File: config.mk
export PLATFORM = sky130hd
export DESIGN_NAME = fir_result_fifo
export DESIGN_NICKNAME = d
export VERILOG_FILES = /design/src/rtl/fir_result_fifo_pkg.sv /design/src/rtl/fir_result_mem.sv /design/src/rtl/fir_result_fifo.sv
export SDC_FILE = /design/constraint.sdc
export NUM_CORES = 1
export LEC_CHECK = 0
export ABC_CLOCK_PERIOD_IN_PS = 3780
export CAP_MARGIN = 15
export CELL_PAD_IN_SITES_DETAIL_PLACEMENT = 2
export CELL_PAD_IN_SITES_GLOBAL_PLACEMENT = 2
export CORE_ASPECT_RATIO = 0.5
export CORE_UTILIZATION = 42
export CTS_BUF_LIST = sky130_fd_sc_hd__clkbuf_2 sky130_fd_sc_hd__clkbuf_4 sky130_fd_sc_hd__clkbuf_8
export DETAILED_ROUTE_END_ITERATION = 6
export PLACE_DENSITY = 0.81
export SETUP_SLACK_MARGIN = 0.15
export SLEW_MARGIN = 40
export SYNTH_ARGS = -nofsm -noshare
export SYNTH_HDL_FRONTEND = slang
export SYNTH_SLANG_ARGS = --single-unit
File: constraint.sdc
create_clock -name clk_i -period 3.78 [get_ports clk_i]
set_clock_uncertainty 0.15 [all_clocks]
set_input_delay 0.756 -clock clk_i [delete_from_list [all_inputs] [get_ports clk_i]]
set_output_delay 0.756 -clock clk_i [all_outputs]
set_load 0.005 [all_outputs]
File: src/rtl/fir_result_fifo_pkg.sv
// Shared accelerator definitions: the result-word width, the drop-counter width and the FIFO status bundle.
package fir_result_fifo_pkg;

   localparam int unsigned DATA_W_DEF = 32;
   localparam int unsigned DROP_W     = 8;
   // The count field is sized for the largest supported depth (64 entries).
   localparam int unsigned CNT_MAX_W  = 7;

   typedef struct packed {
      logic [CNT_MAX_W-1:0] count;
      logic                 empty;
      logic                 full;
      logic                 overflow;
   } fifo_status_t;

endpackage

File: src/rtl/fir_result_mem.sv
// Result storage: a DEPTH x DATA_W array with one synchronous write port and one registered read port.
module fir_result_mem #(
   parameter int unsigned DATA_W = 32,
   parameter int unsigned DEPTH  = 8,
   parameter int unsigned PTR_W  = 3
) (
   input  logic              clk,
   input  logic              rst_n,
   input  logic              we,
   input  logic [PTR_W-1:0]  waddr,
   input  logic [DATA_W-1:0] wdata,
   input  logic              re,
   input  logic [PTR_W-1:0]  raddr,
   output logic [DATA_W-1:0] rdata
);

   logic [DATA_W-1:0] mem [DEPTH];

   // The storage array is not reset; stale words are unreachable once the pointers are cleared.
   always_ff @(posedge clk) begin
      if (we) mem[waddr] <= wdata;
   end

   // A read issued in the same cycle as a write to the same slot returns the old word.
   always_ff @(posedge clk or negedge rst_n) begin
      if (!rst_n)  rdata <= '0;
      else if (re) rdata <= mem[raddr];
   end

endmodule

File: src/rtl/fir_result_fifo.sv
// FIR result FIFO: buffers accelerator results for the register interface, with overflow tracking and a fill-level IRQ.
module fir_result_fifo
   import fir_result_fifo_pkg::*;
#(
   parameter int unsigned DATA_W = DATA_W_DEF,
   parameter int unsigned DEPTH  = 8,
   parameter int unsigned THRESH = 4
) (
   input  logic                     clk_i,
   input  logic                     rst_ni,
   input  logic                     clr_i,
   input  logic [DATA_W-1:0]        result_i,
   input  logic                     result_valid_i,
   input  logic                     rd_en_i,
   output logic [DATA_W-1:0]        rd_data_o,
   output logic                     rd_valid_o,
   output logic [$clog2(DEPTH):0]   count_o,
   output logic                     empty_o,
   output logic                     full_o,
   output logic                     overflow_o,
   input  logic                     overflow_clr_i,
   output logic [DROP_W-1:0]        drop_cnt_o,
   output logic                     irq_o
);

   localparam int unsigned PTR_W = $clog2(DEPTH);
   localparam int unsigned CNT_W = $clog2(DEPTH) + 1;

   logic [PTR_W-1:0]  wr_ptr;
   logic [PTR_W-1:0]  rd_ptr;
   logic [CNT_W-1:0]  count;
   logic              rd_valid;
   logic              overflow;
   logic [DROP_W-1:0] drop_cnt;

   fifo_status_t status_c;
   logic         pop_c;
   logic         wr_c;
   logic         drop_c;
   logic         mem_we_c;
   logic         mem_re_c;

   // Status and handshake decode from registered state only.
   always_comb begin
      status_c          = '0;
      status_c.count    = CNT_MAX_W'(count);
      status_c.empty    = (count == '0);
      status_c.full     = (count == CNT_W'(DEPTH));
      status_c.overflow = overflow;

      pop_c    = rd_en_i & ~status_c.empty;
      wr_c     = result_valid_i & (~status_c.full | pop_c);
      drop_c   = result_valid_i & status_c.full & ~pop_c;
      mem_we_c = wr_c & ~clr_i;
      mem_re_c = pop_c & ~clr_i;
   end

   fir_result_mem #(
      .DATA_W (DATA_W),
      .DEPTH  (DEPTH),
      .PTR_W  (PTR_W)
   ) u_mem (
      .clk   (clk_i),
      .rst_n (rst_ni),
      .we    (mem_we_c),
      .waddr (wr_ptr),
      .wdata (result_i),
      .re    (mem_re_c),
      .raddr (rd_ptr),
      .rdata (rd_data_o)
   );

   // Pointers wrap naturally because DEPTH is a power of two.
   always_ff @(posedge clk_i or negedge rst_ni) begin
      if (!rst_ni) begin
         wr_ptr   <= '0;
         rd_ptr   <= '0;
         count    <= '0;
         rd_valid <= 1'b0;
      end else if (clr_i) begin
         wr_ptr   <= '0;
         rd_ptr   <= '0;
         count    <= '0;
         rd_valid <= 1'b0;
      end else begin
         rd_valid <= mem_re_c;
         if (mem_we_c) wr_ptr <= wr_ptr + PTR_W'(1);
         if (mem_re_c) rd_ptr <= rd_ptr + PTR_W'(1);
         case ({mem_we_c, mem_re_c})
            2'b10:   count <= count + CNT_W'(1);
            2'b01:   count <= count - CNT_W'(1);
            default: count <= count;
         endcase
      end
   end

   // Drop tracking; an explicit clear wins over a coincident drop.
   always_ff @(posedge clk_i or negedge rst_ni) begin
      if (!rst_ni) begin
         overflow <= 1'b0;
         drop_cnt <= '0;
      end else if (clr_i || overflow_clr_i) begin
         overflow <= 1'b0;
         drop_cnt <= '0;
      end else if (drop_c) begin
         overflow <= 1'b1;
         if (drop_cnt != '1) drop_cnt <= drop_cnt + DROP_W'(1);
      end
   end

   assign rd_valid_o = rd_valid;
   assign count_o    = CNT_W'(status_c.count);
   assign empty_o    = status_c.empty;
   assign full_o     = status_c.full;
   assign overflow_o = status_c.overflow;
   assign drop_cnt_o = drop_cnt;
   assign irq_o      = (count >= CNT_W'(THRESH));

endmodule

==> flow_metrics.py, run 1 <==
metrics = {
    "status": {
        "status": "finished, final reports clean",
    },
    "worst_setup_path": {
        "cp_num_buf_inv": 1,
        "regToRegSetupSlack_ns": 0.45,
        "worst-r2r-cell-count": 7,
        "worst_setup_path_start_kind": "register",
        "path_cells": "nor4_1 > clkdlybuf4s50_1",
        "rr_endpoint": "count_o[3]",
        "crit_required_ns": 2.87,
        "critPathMaxFanout": 10,
        "setup.worst_path.start": "count_o[0]",
        "regToRegStartpoint": "count_o[0]",
        "timing.critical_path.slowest_stage_cell": "sky130_fd_sc_hd__nor4_1",
        "cp_num_cells": 2,
        "crit_path_max_incr_delay_ns": 0.84,
        "critical_path_class": "reg2out",
        "crit_family": "simple AND/OR/NAND/NOR gates",
        "setup.worst_path.end_class": "output pin",
        "crit_end": "empty_o",
        "critPathArrivalTime_ns": 2.62,
    },
    "finish": {
        "area_growth_syn_to_layout_pct": 20.1,
        "stdcell_count": 1146,
        "n_antenna_cell": 0,
        "drive_above_1_share_pct": 24.3,
        "finalNetCount": 773,
        "final_core_area_utilization_pct": 51.4,
    },
    "synthesis": {
        "seq_area_frac_synth_pct": 75.7,
        "yosysMostFrequentCell": "sky130_fd_sc_hd__edfxtp_1",
        "mappedNetlistArea_um2": 11900,
        "synth_enable_flop_cells": 256,
        "post_synth_num_cell_types": 44,
        "asyncSetResetFlopFracSynth_pct": 16.9,
        "netlist_top_cells_area": "sky130_fd_sc_hd__edfxtp_1 65%, sky130_fd_sc_hd__mux4_2 12%, sky130_fd_sc_hd__dfrtp_1 11%, sky130_fd_sc_hd__mux2i_1 3.0%, sky130_fd_sc_hd__nor2_1 1.7%",
        "synth.top_cells.by_count": "256 x sky130_fd_sc_hd__edfxtp_1, 64 x sky130_fd_sc_hd__mux4_2, 55 x sky130_fd_sc_hd__nor2_1",
        "syn-num-nets": 645,
        "ys_ff_latch": 308,
        "synth_area_per_cell_um2": 19.7,
        "flip_flop_cell_with_the_highest_count_after_synthesis": "sky130_fd_sc_hd__edfxtp_1",
        "netlist_instances": 602,
        "yosys_warnings": 0,
        "netlist.top_cell.by_area": "sky130_fd_sc_hd__edfxtp_1",
        "synth_top_area_share_pct": 64.7,
    },
    "placed_design": {
        "numPlacedInstances": 1066,
        "port_buffers": 86,
        "hpwlAfterDp_mm": 21.1,
        "gp_routability_congestion": 0.774,
    },
    "drt": {
        "route.detailed.wl_per_inst_um": 28.5,
        "detailedRoute.firstPassIterationCount": 4,
        "routed_wl_mm": 32.7,
        "drc": 0,
        "vias_per_cell": 5.53,
        "drtAntennaViolNets": 0,
        "route.vias.total": 6332,
        "detailedRoute.firstIterationViolations": 468,
    },
    "global_routing": {
        "grt_first_pass_wirelength_mm": 48.6,
        "first_global_vias": 7079,
        "grt.overflow.total": 0,
        "grt_max_degree": 42,
        "grt_util_all_layers_pct": 23.7,
        "grt_antenna_before_repair": 0,
    },
    "clock_tree": {
        "hold_buffer_count_at_cts": 0,
        "tritoncts_clock_tree": "done",
        "numCtsBuffers": 44,
        "number_of_gates_given_a_new_drive_strength_after_cts": 0,
        "post-cts-setup-buffer-count": 0,
        "clk_root_buffer_cell": "sky130_fd_sc_hd__clkbuf_8",
        "cts_htree_levels": 2,
        "clock_transition_at_the_registers_of_the_reported_paths_ns": 0.08,
        "clock_sinks": 308,
        "clk-insertion-delay-late_ns": 0.57,
        "cts-root-to-sink-buffers": 3,
    },
    "power": {
        "power_per_cell_area_nw_per_um2": 615,
        "final_power_w": 0.00877,
        "static-leakage-power_nw": 4.60,
        "vdd_drop_max_mv": 0.225,
    },
    "sta": {
        "rsz0062_at_grt": "no",
        "hold_viol": 0,
        "layout_worst_path_cycle_share_pct": 93.4,
        "timing.setup.tns_ns": 0,
        "final_max_slew_viol_count": 0,
        "achievable-frequency_mhz": 283,
        "slew_headroom_pct": 39.6,
        "final.min_clock_period_ns": 3.53,
        "setup_viol": 0,
        "hold_slack_ns": 0.115,
        "tightestPinTransition_ns": 0.898,
    },
    "die": {
        "floorplan.io_pins": 87,
        "fp.dieW_um": 240,
        "rows": 43,
        "die-area_um2": 29000,
        "design.core.area_um2": 27800,
        "die_y_um": 121,
        "initial_core_util_pct": 42.8,
    },
    "run": {
        "max_cap_violations": 0,
    },
    "min_path": {
        "hold_path_class": "in2async",
    },
}
-- where the power goes --
| part | internal, W | switching (W) |
|---|---|---|
| sequential | 0.00393 | 0.000294 |
| clock | 0.00132 | 0.00127 |
| combinational | 0.00105 | 0.000897 |
-- final cells by class --
class,count,area (um^2)
clock inverters,14,62.6
flip-flops and latches,308,9000
inverters,6,27.5
fillers,2425,13500
well taps,382,478
multi-input cells,258,2790
clock buffers,66,783
repair buffers,112,1130
-- state kept, by name, summed over array words and instances (netlist names) --
name,count
u_mem.mem,256
u_mem.rdata,32
drop_cnt_o,8
count_o,4
rd_ptr,3
wr_ptr,3
overflow_o,1
rd_valid_o,1
-- worst min path at each step --
stage / from / end / slack (ns) / cells after the start
finish: rst_ni / u_mem.rdata[30] / 0.12 / 1
detailed placement: overflow_o / overflow_o / 0.35 / 1
CTS: rst_ni / u_mem.rdata[31] / 0.11 / 1
global placement: overflow_o / overflow_o / 0.33 / 1
global route: rst_ni / u_mem.rdata[7] / 0.11 / 1
floorplan: rst_ni / count_o[0] / 0.31 / 0
-- stage by stage --
| step | cell area, um^2 | setup WS [ns] |
|---|---|---|
| after floorplan | 11900 | 0.199 |
| after global routing | 14300 | 0.222 |
| after detailed placement | 13400 | 0.103 |
| after CTS | 14300 | 0.289 |
| after global placement | 13400 | 0.340 |
| final | 14300 | 0.250 |
-- layout by cell type (no fill, tap or decap), types with 2 or more instances in the layout --
cell	count
sky130_fd_sc_hd__a21oi_1	37
sky130_fd_sc_hd__buf_12	6
sky130_fd_sc_hd__buf_4	20
sky130_fd_sc_hd__clkbuf_4	20
sky130_fd_sc_hd__clkbuf_8	46
sky130_fd_sc_hd__clkdlybuf4s50_1	85
sky130_fd_sc_hd__clkinv_1	10
sky130_fd_sc_hd__clkinv_2	2
sky130_fd_sc_hd__clkinvlp_4	2
sky130_fd_sc_hd__dfrtp_1	49
sky130_fd_sc_hd__dfrtp_4	2
sky130_fd_sc_hd__edfxtp_1	256
sky130_fd_sc_hd__ha_1	5
sky130_fd_sc_hd__inv_1	5
sky130_fd_sc_hd__mux2i_1	36
sky130_fd_sc_hd__mux4_2	64
sky130_fd_sc_hd__nand2_1	2
sky130_fd_sc_hd__nand2b_1	3
sky130_fd_sc_hd__nand3_1	3
sky130_fd_sc_hd__nand4_1	2
sky130_fd_sc_hd__nor2_1	48
sky130_fd_sc_hd__nor2_4	7
sky130_fd_sc_hd__nor3_1	3
sky130_fd_sc_hd__nor3_4	2
sky130_fd_sc_hd__o211ai_1	2
sky130_fd_sc_hd__o21a_1	4
sky130_fd_sc_hd__o21ai_0	6
sky130_fd_sc_hd__o31ai_1	2
sky130_fd_sc_hd__o41ai_1	2
sky130_fd_sc_hd__or2_2	2
sky130_fd_sc_hd__or3_1	3
sky130_fd_sc_hd__or3b_2	2
sky130_fd_sc_hd__or4_1	2
sky130_fd_sc_hd__xnor2_1	3
sky130_fd_sc_hd__xor2_1	5
-- cells by family (layout without fill, tap and decap cells) --
| kind of cell | Yosys count | count (layout) | synth area share, % |
|---|---|---|---|
| compound gates | 58 | 58 | 3.01 |
| fa+ha+maj | 5 | 5 | 0.527 |
| xor+xnor | 8 | 8 | 0.590 |
| buf+inv | 36 | 198 | 1.46 |
| mux | 101 | 101 | 15.3 |
| simple gates | 86 | 86 | 3.44 |
| flops | 308 | 308 | 75.7 |
-- layer usage --
layer	track usage [%]	share of wire [%]	vias to the layer above	wire length, um
met1	28.9	39	3419	12900
li1	-	-	2666	-
met2	43.3	54	189	17600
met3	4.09	4.5	58	1470
met4	6.65	2.2	0	735
met5	0	0	-	0
Note: power is estimated with default switching activity, not from simulation.
==> inputs of run 2 (changes only) <==
CORE_UTILIZATION = 41   (was 42)
SLEW_MARGIN = 20   (was 40)
SYNTH_HIERARCHICAL = 1   (was unset)
==> flow_metrics.py, run 2 <==
metrics = {
    "status": {
        "status": "finished, final reports clean",
    },
    "drt": {
        "drtAntennaViolNets": 0,
        "maxUsedRoutingLayer": "met4",
        "drc": 0,
        "routed_metal_1_wire_length_mm": 15.8,
        "detailedRoute.firstPassIterationCount": 4,
        "vias_per_cell": 5.72,
        "met2_length_mm": 18.2,
        "detailedRoute.firstIterationViolations": 497,
        "met3WireLength_mm": 1.71,
        "routed_wl_mm": 36.3,
        "route.vias.total": 7450,
        "route.detailed.wl_per_inst_um": 27.8,
    },
    "synthesis": {
        "synth_top_area_share_pct": 61.7,
        "flip_flop_cell_with_the_highest_count_after_synthesis": "sky130_fd_sc_hd__edfxtp_1",
        "asyncSetResetFlopFracSynth_pct": 16.9,
        "netlist_instances": 757,
        "yosysMostFrequentCell": "sky130_fd_sc_hd__edfxtp_1",
        "netlist.top_cell.by_area": "sky130_fd_sc_hd__edfxtp_1",
        "yosys_warnings": 6,
        "syn-num-nets": 801,
        "synth.top_cells.by_count": "256 x sky130_fd_sc_hd__edfxtp_1, 98 x sky130_fd_sc_hd__mux2i_1, 66 x sky130_fd_sc_hd__nor2b_1",
        "ys_ff_latch": 308,
        "synth_area_per_cell_um2": 16.5,
        "post_synth_num_cell_types": 47,
        "seq_area_frac_synth_pct": 72.1,
        "mappedNetlistArea_um2": 12500,
        "netlist_top_cells_area": "sky130_fd_sc_hd__edfxtp_1 62%, sky130_fd_sc_hd__dfrtp_1 10%, sky130_fd_sc_hd__mux2i_1 7.9%, sky130_fd_sc_hd__nor2b_1 3.3%, sky130_fd_sc_hd__a41o_1 2.6%",
        "synth_enable_flop_cells": 256,
    },
    "sta": {
        "final_max_slew_viol_count": 0,
        "layout_worst_path_cycle_share_pct": 88.3,
        "timing.setup.tns_ns": 0,
        "tightestPinTransition_ns": 1.07,
        "setup_viol": 0,
        "rsz0062_at_grt": "no",
        "achievable-frequency_mhz": 299,
        "hold_viol": 0,
        "final.min_clock_period_ns": 3.34,
        "slew_headroom_pct": 28.6,
    },
    "finish": {
        "finalNetCount": 917,
        "layout_common_cells": "256 x sky130_fd_sc_hd__edfxtp_1, 98 x sky130_fd_sc_hd__mux2i_1, 85 x sky130_fd_sc_hd__clkdlybuf4s50_1",
        "mostFrequentLayoutCell": "sky130_fd_sc_hd__edfxtp_1",
        "area_growth_syn_to_layout_pct": 18.5,
        "number_of_flip_flops_under_the_largest_register_name": 256,
        "drive_above_1_share_pct": 14.5,
        "regMostFlops": "u_mem/mem",
        "stdcell_count": 1302,
    },
    "die": {
        "fp.dieW_um": 249,
        "design.core.area_um2": 29500,
        "initial_core_util_pct": 42.3,
        "floorplan.io_pins": 87,
        "die-area_um2": 31100,
        "rows": 44,
        "die_y_um": 125,
    },
    "worst_setup_path": {
        "regToRegSetupSlack_ns": 0.56,
        "worst_setup_path_start_kind": "register",
        "crit_required_ns": 2.87,
        "worst-r2r-cell-count": 8,
        "rr_endpoint": "count_o[3]",
        "critical_path_class": "reg2out",
        "critPathMaxFanout": 12,
        "regToRegStartpoint": "count_o[1]",
        "critPathArrivalTime_ns": 2.43,
        "setup.worst_path.end_class": "output pin",
    },
    "min_path": {
        "hold_path_class": "in2async",
    },
    "power": {
        "static-leakage-power_nw": 5.14,
        "power_per_cell_area_nw_per_um2": 619,
        "vdd_drop_max_mv": 0.299,
    },
    "global_routing": {
        "grt_max_degree": 66,
        "grt_first_pass_wirelength_mm": 54.5,
        "first_global_vias": 8338,
        "grt_util_all_layers_pct": 23.7,
        "grt_antenna_before_repair": 1,
        "grt.overflow.total": 0,
    },
    "clock_tree": {
        "number_of_gates_given_a_new_drive_strength_after_cts": 0,
        "post-cts-setup-buffer-count": 0,
        "clk-insertion-delay-late_ns": 0.60,
        "tritoncts_clock_tree": "done",
        "cts_htree_levels": 2,
        "numCtsBuffers": 45,
        "hold_buffer_count_at_cts": 0,
        "clock_transition_at_the_registers_of_the_reported_paths_ns": 0.07,
        "cts-root-to-sink-buffers": 3,
        "clk_root_buffer_cell": "sky130_fd_sc_hd__clkbuf_8",
        "clock_sinks": 308,
    },
    "placed_design": {
        "port_buffers": 86,
        "gp_routability_congestion": 0.769,
        "hpwlAfterDp_mm": 21.7,
        "numPlacedInstances": 1217,
    },
    "run": {
        "max_cap_violations": 0,
    },
}
-- run 2: cell count changes after synthesis, moves of 32 or more --
cell / delta
sky130_fd_sc_hd__a211o_1: +32
sky130_fd_sc_hd__a22oi_1: +32
sky130_fd_sc_hd__mux4_2: -64
sky130_fd_sc_hd__a41o_1: +32
sky130_fd_sc_hd__nand3_1: +33
sky130_fd_sc_hd__mux2i_1: +62
sky130_fd_sc_hd__nor2b_1: +65
sky130_fd_sc_hd__nor2_1: -33
-- run 2: worst max-delay path by stage --
stage	from	to	slack, ns	cells after the start
2_1_floorplan	result_valid_i	u_mem/mem[2][0]	0.55	5
3_3_place_gp	rd_en_i	count_o[3]	0.54	10
3_5_place_dp	rd_en_i	count_o[3]	0.27	10
4_1_cts	count_o[1]	empty_o	0.39	3
5_1_grt	count_o[1]	empty_o	0.34	3
6_report	count_o[1]	empty_o	0.44	3
-- run 2: kinds of logic after synthesis --
logic type | synth area share [%]
AOI/OAI and AO/OA | 8.36
xor gates and xnor gates | 0.703
adders and majority gates | 0.663
buffers and inverters | 2.90
DFF | 72.1
muxes | 7.87
and+or+nand+nor | 7.38
-- run 2: layer usage --
layer / GRT usage (%) / up-vias
met5: 0 / -
met4: 6.32 / 0
met3: 4.41 / 49
met2: 40.3 / 198
met1: 31.3 / 3997
li1: - / 3206
-- run 2: worst max-delay path, cell delays in order (launching register included) --
cell,delay (ns)
sky130_fd_sc_hd__dfrtp_1,0.54
sky130_fd_sc_hd__or4_4,0.65
sky130_fd_sc_hd__inv_1,0.13
sky130_fd_sc_hd__clkdlybuf4s50_1,0.51
-- run 2: layout make-up --
class,instances,area (um^2)
Antenna cell,1,2.50
Clock buffer,69,837
Tap cell,391,489
Clock inverter,15,71.3
Multi-Input combinational cell,397,3190
Sequential cell,308,8990
Fill cell,2676,14700
Timing Repair Buffer,117,1170
Inverter,4,15.0
-- run 2: report_power, final --
part | internal [W] | leakage [nW] | switching (W)
Sequential | 0.00392 | 2.99 | 0.000313
Combinational | 0.00106 | 1.66 | 0.00109
Clock | 0.00142 | 0.486 | 0.00134
-- run 2: metrics by stage --
stage / worst slack (ns) / util (%) / total power, W / instance area (um^2) / hold slack [ns]
2_1_floorplan: 0.548 / - / 0.00559 / 12500 / 0.310
3_3_place_gp: 0.539 / 47.0 / 0.00627 / 13900 / 0.340
3_5_place_dp: 0.266 / 47.0 / 0.00644 / 13900 / 0.360
4_1_cts: 0.394 / 50.1 / 0.00923 / 14800 / 0.241
5_1_grt: 0.338 / 50.1 / 0.00951 / 14800 / 0.0446
6_report: 0.441 / 50.1 / 0.00914 / 14800 / 0.0163
